`src/rtl/eq1_exerciser_amisha.sv`:
```
// Built-in self-test initiator for 1-bit equality comparators: sweeps {i1,i0}
// through 00..11, samples eq after a settle window and reports mismatches.
module eq1_exerciser_amisha #(
  parameter int SETTLE = 2,
  parameter int ROUNDS = 1,
  parameter int CNT_W  = 8
) (
  input  logic             clk_amisha,
  input  logic             rst_n_amisha,
  input  logic             start_amisha,
  output logic             i0_amisha,
  output logic             i1_amisha,
  input  logic             eq_amisha,
  output logic             busy_amisha,
  output logic             done_amisha,
  output logic             pass_amisha,
  output logic [CNT_W-1:0] err_cnt_amisha,
  output logic             first_err_valid_amisha,
  output logic [1:0]       first_err_vec_amisha
);

  localparam int SET_W = (SETTLE < 1) ? 1 : $clog2(SETTLE + 1);
  localparam int RND_W = (ROUNDS < 2) ? 1 : $clog2(ROUNDS);
  localparam logic [SET_W-1:0] SETTLE_LAST = SET_W'(SETTLE);
  localparam logic [RND_W-1:0] ROUND_LAST  = RND_W'(ROUNDS - 1);
  localparam logic [CNT_W-1:0] ERR_MAX     = '1;

  typedef enum logic [1:0] {IDLE, RUN, DONE} state_t;

  state_t           state, state_next;
  logic [1:0]       vec;
  logic [SET_W-1:0] settle_cnt;
  logic [RND_W-1:0] round_cnt;
  logic             sample, last_sample, mismatch;

  assign sample      = (state == RUN) && (settle_cnt == SETTLE_LAST);
  assign last_sample = sample && (vec == 2'b11) && (round_cnt == ROUND_LAST);
  assign mismatch    = sample && (eq_amisha != ~(vec[1] ^ vec[0]));

  always_comb begin
    state_next = state;
    case (state)
      IDLE:    if (start_amisha) state_next = RUN;
      RUN:     if (last_sample) state_next = DONE;
      DONE:    state_next = IDLE;
      default: state_next = IDLE;
    endcase
  end

  always_ff @(posedge clk_amisha or negedge rst_n_amisha) begin
    if (!rst_n_amisha) state <= IDLE;
    else               state <= state_next;
  end

  always_ff @(posedge clk_amisha or negedge rst_n_amisha) begin
    if (!rst_n_amisha) begin
      vec                    <= 2'b00;
      settle_cnt             <= '0;
      round_cnt              <= '0;
      err_cnt_amisha         <= '0;
      first_err_valid_amisha <= 1'b0;
      first_err_vec_amisha   <= 2'b00;
      pass_amisha            <= 1'b0;
    end else if (state == IDLE && start_amisha) begin
      vec                    <= 2'b00;
      settle_cnt             <= '0;
      round_cnt              <= '0;
      err_cnt_amisha         <= '0;
      first_err_valid_amisha <= 1'b0;
      first_err_vec_amisha   <= 2'b00;
      pass_amisha            <= 1'b0;
    end else if (state == RUN) begin
      if (sample) begin
        settle_cnt <= '0;
        // vec wraps to 00 on the last sample, which also parks i0/i1 low
        vec <= vec + 2'd1;
        if (last_sample)        round_cnt <= '0;
        else if (vec == 2'b11)  round_cnt <= round_cnt + 1'b1;
        if (mismatch) begin
          if (err_cnt_amisha != ERR_MAX) err_cnt_amisha <= err_cnt_amisha + 1'b1;
          if (!first_err_valid_amisha) begin
            first_err_valid_amisha <= 1'b1;
            first_err_vec_amisha   <= vec;
          end
        end
        if (last_sample) pass_amisha <= (err_cnt_amisha == '0) && !mismatch;
      end else begin
        settle_cnt <= settle_cnt + 1'b1;
      end
    end
  end

  assign i0_amisha   = vec[0];
  assign i1_amisha   = vec[1];
  assign busy_amisha = (state == RUN);
  assign done_amisha = (state == DONE);

endmodule

```
`config.mk`:
```
export PLATFORM = sky130hd
export DESIGN_NAME = eq1_exerciser_amisha
export DESIGN_NICKNAME = d
export VERILOG_FILES = /design/src/rtl/eq1_exerciser_amisha.sv
export SDC_FILE = /design/constraint.sdc
export NUM_CORES = 1
export LEC_CHECK = 0
export CAP_MARGIN = 20
export CELL_PAD_IN_SITES_DETAIL_PLACEMENT = 1
export CELL_PAD_IN_SITES_GLOBAL_PLACEMENT = 2
export CORE_MARGIN = 2
export CORE_UTILIZATION = 27
export DETAILED_ROUTE_END_ITERATION = 8
export GPL_ROUTABILITY_DRIVEN = 0
export PLACE_DENSITY_LB_ADDON = 0.2
export SLEW_MARGIN = 20
export SYNTH_ARGS = -nofsm -noshare
export SYNTH_HDL_FRONTEND = slang
export SYNTH_SLANG_ARGS = --single-unit
```
`constraint.sdc`:
```
create_clock -name clk_amisha -period 1.65 [get_ports clk_amisha]
set_input_delay 0.33 -clock clk_amisha [delete_from_list [all_inputs] [get_ports clk_amisha]]
set_output_delay 0.33 -clock clk_amisha [all_outputs]
set_load 0.1 [all_outputs]
```
==> Yosys cells after proc, flatten, opt, wreduce, memory -nomap -nowiden <==
Index checks and enable logic that the tools add are counted.
W data, S select, Z words.
{ "classes": {"addsub": 4, "n_eq_ne": 9, "n_mux": 32, "bitwise_logic": 3, "n_reduce_logical": 22} }
{ "ops": {"columns": ["operator", "count"], "rows": [
  ["$mux W8", 5],
  ["$mux W2", 13],
  ["$mux W1", 13],
  ["$reduce_bool A2 Y1", 5],
  ["$reduce_and A3 Y1", 3],
  ["$add A8 B1 Y8 const B", 1],
  ["$logic_not A8 Y1", 1],
  ["$ne A8 B8 Y1 const B", 1],
  ["$reduce_and A4 Y1", 2],
  ["$eq A2 B2 Y1 const B", 3],
  ["$logic_and A1 B1 Y1", 6],
  ["$add A2 B1 Y2 const B", 2],
  ["$ne A2 B1 Y1 const B", 2],
  ["$pmux W2 S2", 1],
  ["$reduce_and A2 Y1", 2],
  ["$reduce_bool A3 Y1", 1],
  ["$eq A2 B1 Y1 const B", 1],
  ["$logic_not A2 Y1", 1],
  ["$ne A2 B2 Y1 const B", 1],
  ["$not A1 Y1", 2],
  ["$add A1 B1 Y1 const B", 1],
  ["$logic_not A1 Y1", 1],
  ["$ne A1 B1 Y1", 1],
  ["$xor A1 B1 Y1", 1]
]} }
{ "totals": {"regBits": 19, "input_bits": 4} }

==> Longest topological paths before layout <==
Gate-level depths: netlist of run 1.
{ "logic_depth": {"depth_word": 10, "mapped_depth": 6, "mapped_depth_nobuf": 5} }

==> Least setup slack after synthesis of run 1 <==
Ideal clock, no wire load.
{ "synth_timing": {"kind": "reg2reg", "startpoint": "register vec[0]", "endpoint": "register err_cnt_amisha[3]", "setup_ns": 0.078, "arrival_time_ns": 2.268, "required_time_ns": 1.572, "path_slack_ns": -0.697, "stages_incl_launch_ff": 7, "synth_period_minus_slack_ns": 2.347, "path_cell_list": "dfrtp_1 ha_1 xnor2_1 o211ai_1 buf_2 or3_1 a21oi_1"} }
{ "synth_via": {"elab_chain_cells": 6} }
{ "synth_lines": {"columns": ["item", "line", "text"], "rows": [
  ["start: declaration", "31", "logic [1:0] vec;"],
  ["start signal: assignment", "76", "vec <= vec + 2'd1;"],
  ["$xor A1 B1 Y1", "38", "assign mismatch = sample && (eq_amisha != ~(vec[1] ^ vec[0]));"],
  ["$not A1 Y1", "38", null],
  ["$ne A1 B1 Y1", "38", null],
  ["$logic_and A1 B1 Y1", "38", null],
  ["$reduce_bool A2 Y1 (no source line)", null, null],
  ["$reduce_and A4 Y1 (no source line)", null, null],
  ["end signal: assignment", "80", "if (err_cnt_amisha != ERR_MAX) err_cnt_amisha <= err_cnt_amisha + 1'b1;"],
  ["end: declaration", "17", "output logic [CNT_W-1:0] err_cnt_amisha,"]
]} }
Every way passes these cells.
A chain may end at the register's enable or synchronous reset.

==> Worst setup path after layout of run 1 <==
{ "layout_timing": {"startpoint": "register vec[0]", "endpoint": "register err_cnt_amisha[7]"} }
The elaborated chain is that of the path after synthesis.

==> flow_summary.json, run 1 <==
{
  "status": "complete, but fails checks",
  "violations": "setup timing",
  "endpoint_kind": "register",
  "syn_inst": 95,
  "vias": 871,
  "placed_cell_area_um2": 1550,
  "slew_violations": 0,
  "p_per_area_nw_per_um2": 1840,
  "vias_per_cell": 4.71,
  "r2r_slack_ns": -0.11,
  "drive_gt1_share_pct": 46.0,
  "ys_seq_area_share_pct": 50.8,
  "slew_headroom_pct": 71.8,
  "drt-initial-drc-count": 22,
  "rows": 21,
  "finalCritPeriodShare_pct": 107,
  "synthTopCellsByCount": "dfrtp_1, nor2_1, nand2_1",
  "antenna_found_initial": 0,
  "die_area_um2": 3950,
  "p_leak_nw": 0.669,
  "hpwl_mm": 2.00,
  "async_flop_share_pct": 100,
  "drc": 0,
  "r2r-end": "err_cnt_amisha[7]",
  "tightest_slew_ns": 0.421,
  "clk_path_buf_depth": 2,
  "fmax_mhz": 568,
  "grt_first_pass_wirelength_mm": 4.51,
  "setup_viol": 9,
  "synth.distinct_cells": 31,
  "ys_ff_latch": 19,
  "final_area_um2": 1630,
  "clk_latency_ns": 0.31,
  "area_delta_synth_final_pct": 74.6,
  "portBuffers": 19,
  "wl_per_cell_um": 14.4,
  "antenna_cells": 0,
  "worstPathRequired_ns": 1.89,
  "cts.sinks": 19,
  "die_h_um": 62.9,
  "ios": 20,
  "grt_start_max_net_pins": 20,
  "rr_worst_depth": 5,
  "cts_hold_buf": 0,
  "cts_tree": "built",
  "cts_made_buffers": 3,
  "drv_cap": 0,
  "routed_wl_mm": 2.67,
  "grt-ovfl-total": 0,
  "clk_pin_slew_worst_paths_ns": 0.12,
  "grt_pass1_vias": 926,
  "path_cells": "ha_4, xnor2_2, o211ai_1, or4_1, a21oi_1",
  "min_path_type": "input port to asynchronous set/reset pin",
  "fin_ws_ns": -0.112,
  "layout.nets": 147,
  "fin_crit_ns": 1.76,
  "clock_skew_ns": 0.0100,
  "arrival_ns": 2.00,
  "critPathLaunchType": "register",
  "initial_core_util_pct": 28.0,
  "ys_warn_count": 0,
  "die_x_um": 62.9,
  "groute.usage.overall_pct": 14.9,
  "hold_viol_final": 0,
  "synthTopCellsByArea": "dfrtp_1, nor2_1, ha_1, a21oi_1, nand2_1",
  "syn_area_um2": 936,
  "cp_max_fo": 6,
  "rsz0062_at_grt": "yes",
  "clockRootBuffer": "clkbuf_4",
  "max_stage_delay_ns": 0.51,
  "synth_top_area_share_pct": 50.8,
  "critPathKind": "register to register",
  "dp_slack_ns": -0.171,
  "ant_nets": 0,
  "ir_drop_v": 0.00127,
  "crit_path_top_delay_cell": "dfrtp_4",
  "fin_util_pct": 49.0,
  "htreeDepth": 1,
  "dr.pass1.iters": 4,
  "synthFlopType": "dfrtp_1",
  "syn_avg_cell_area_um2": 9.85,
  "yosysTopAreaCell": "dfrtp_1",
  "syn-num-nets": 102,
  "synth.most_common_cell": "dfrtp_1",
  "core_um2": 3340,
  "place_inst": 177,
  "stdcell_count": 185,
  "rr_startpoint": "vec[0]",
  "synth_edf_count": 0
}
-- worst max-delay path: cells and delay by family, from the launching register on --
kind                       cells  cell delay, ns
DFF                            1            0.51
AOI/OAI and AO/OA              2            0.33
adders and majority gates      1            0.30
and+or+nand+nor                1            0.45
xor gates and xnor gates       1            0.11
-- cell usage in the layout, fill, tap and decap left out, types with 4 or more instances in the layout --
cell type	instances
dfrtp_2	5
a21oi_1	6
dfrtp_1	9
nor2_1	11
buf_4	22
buf_12	16
dfrtp_4	5
inv_1	4
nand2_1	9
-- sequential cells by signal (all words and copies together) (netlist names) --
name	cells
err_cnt_amisha	8
first_err_valid_amisha	1
first_err_vec_amisha	2
pass_amisha	1
round_cnt	1
settle_cnt	2
state	2
vec	2
-- area by class of cell --
class                   count  area [µm²]
repair buffers             42         527
flip-flops and latches     19         500
inverters                   4        15.0
multi-input cells          70         507
clock inverters             1        5.00
fillers                   373        1700
well taps                  46        57.6
clock buffers               3        22.5
-- through the flow --
stage               hold WS [ns]  power (mW)  TNS, ns
CTS                        0.353        2.97   -0.293
global placement           0.520        2.59   -0.892
global route               0.383        3.16    -1.19
floorplan                 0.0344        1.88   -0.551
detailed placement         0.524        2.64    -1.33
finish                     0.349        3.01   -0.416
-- kinds of logic after synthesis --
logic type | share of synthesized area (%)
simple gates | 24.2
fa+ha+maj | 4.01
buf+inv | 2.54
compound gates | 11.5
xor+xnor | 3.74
mux | 3.21
flops | 50.8
-- layer usage --
layer | routed length, µm | GRT usage (%)
met3 | 75 | 2.52
met4 | 47 | 7.50
met2 | 1390 | 24.1
met1 | 1150 | 19.1
met5 | 0 | 0
-- power breakdown --
part	leakage, nW	internal, mW	switching [mW]	total, mW
combinational	0.416	0.818	1.17	1.99
sequential	0.235	0.616	0.152	0.768
clock	0.0177	0.0904	0.157	0.248
-- worst max path at each step --
stage,startpoint,end,slack [ns]
2_1_floorplan,vec[0],err_cnt_amisha[3],-0.23
3_3_place_gp,eq_amisha,err_cnt_amisha[7],-0.14
3_5_place_dp,eq_amisha,err_cnt_amisha[7],-0.17
4_1_cts,vec[1],err_cnt_amisha[2],-0.11
6_report,vec[0],err_cnt_amisha[7],-0.11
5_1_grt,vec[0],err_cnt_amisha[2],-0.18
-- what timing repair did --
| item | CTS | global route |
|---|---|---|
| pin swaps | 5 | 3 |
| endpoints found under the setup margin | 8 | 13 |
| buffers inserted | 2 | 2 |
| resized for setup | 3 | 4 |
Note: power is estimated with default switching activity, not from simulation.
==> inputs of run 2 (changes only) <==
Settings changed: HOLD_SLACK_MARGIN set to 0.12.
==> results of run 2 <==
Same layout as run 1: the final DEF is identical, and so are final timing and power.
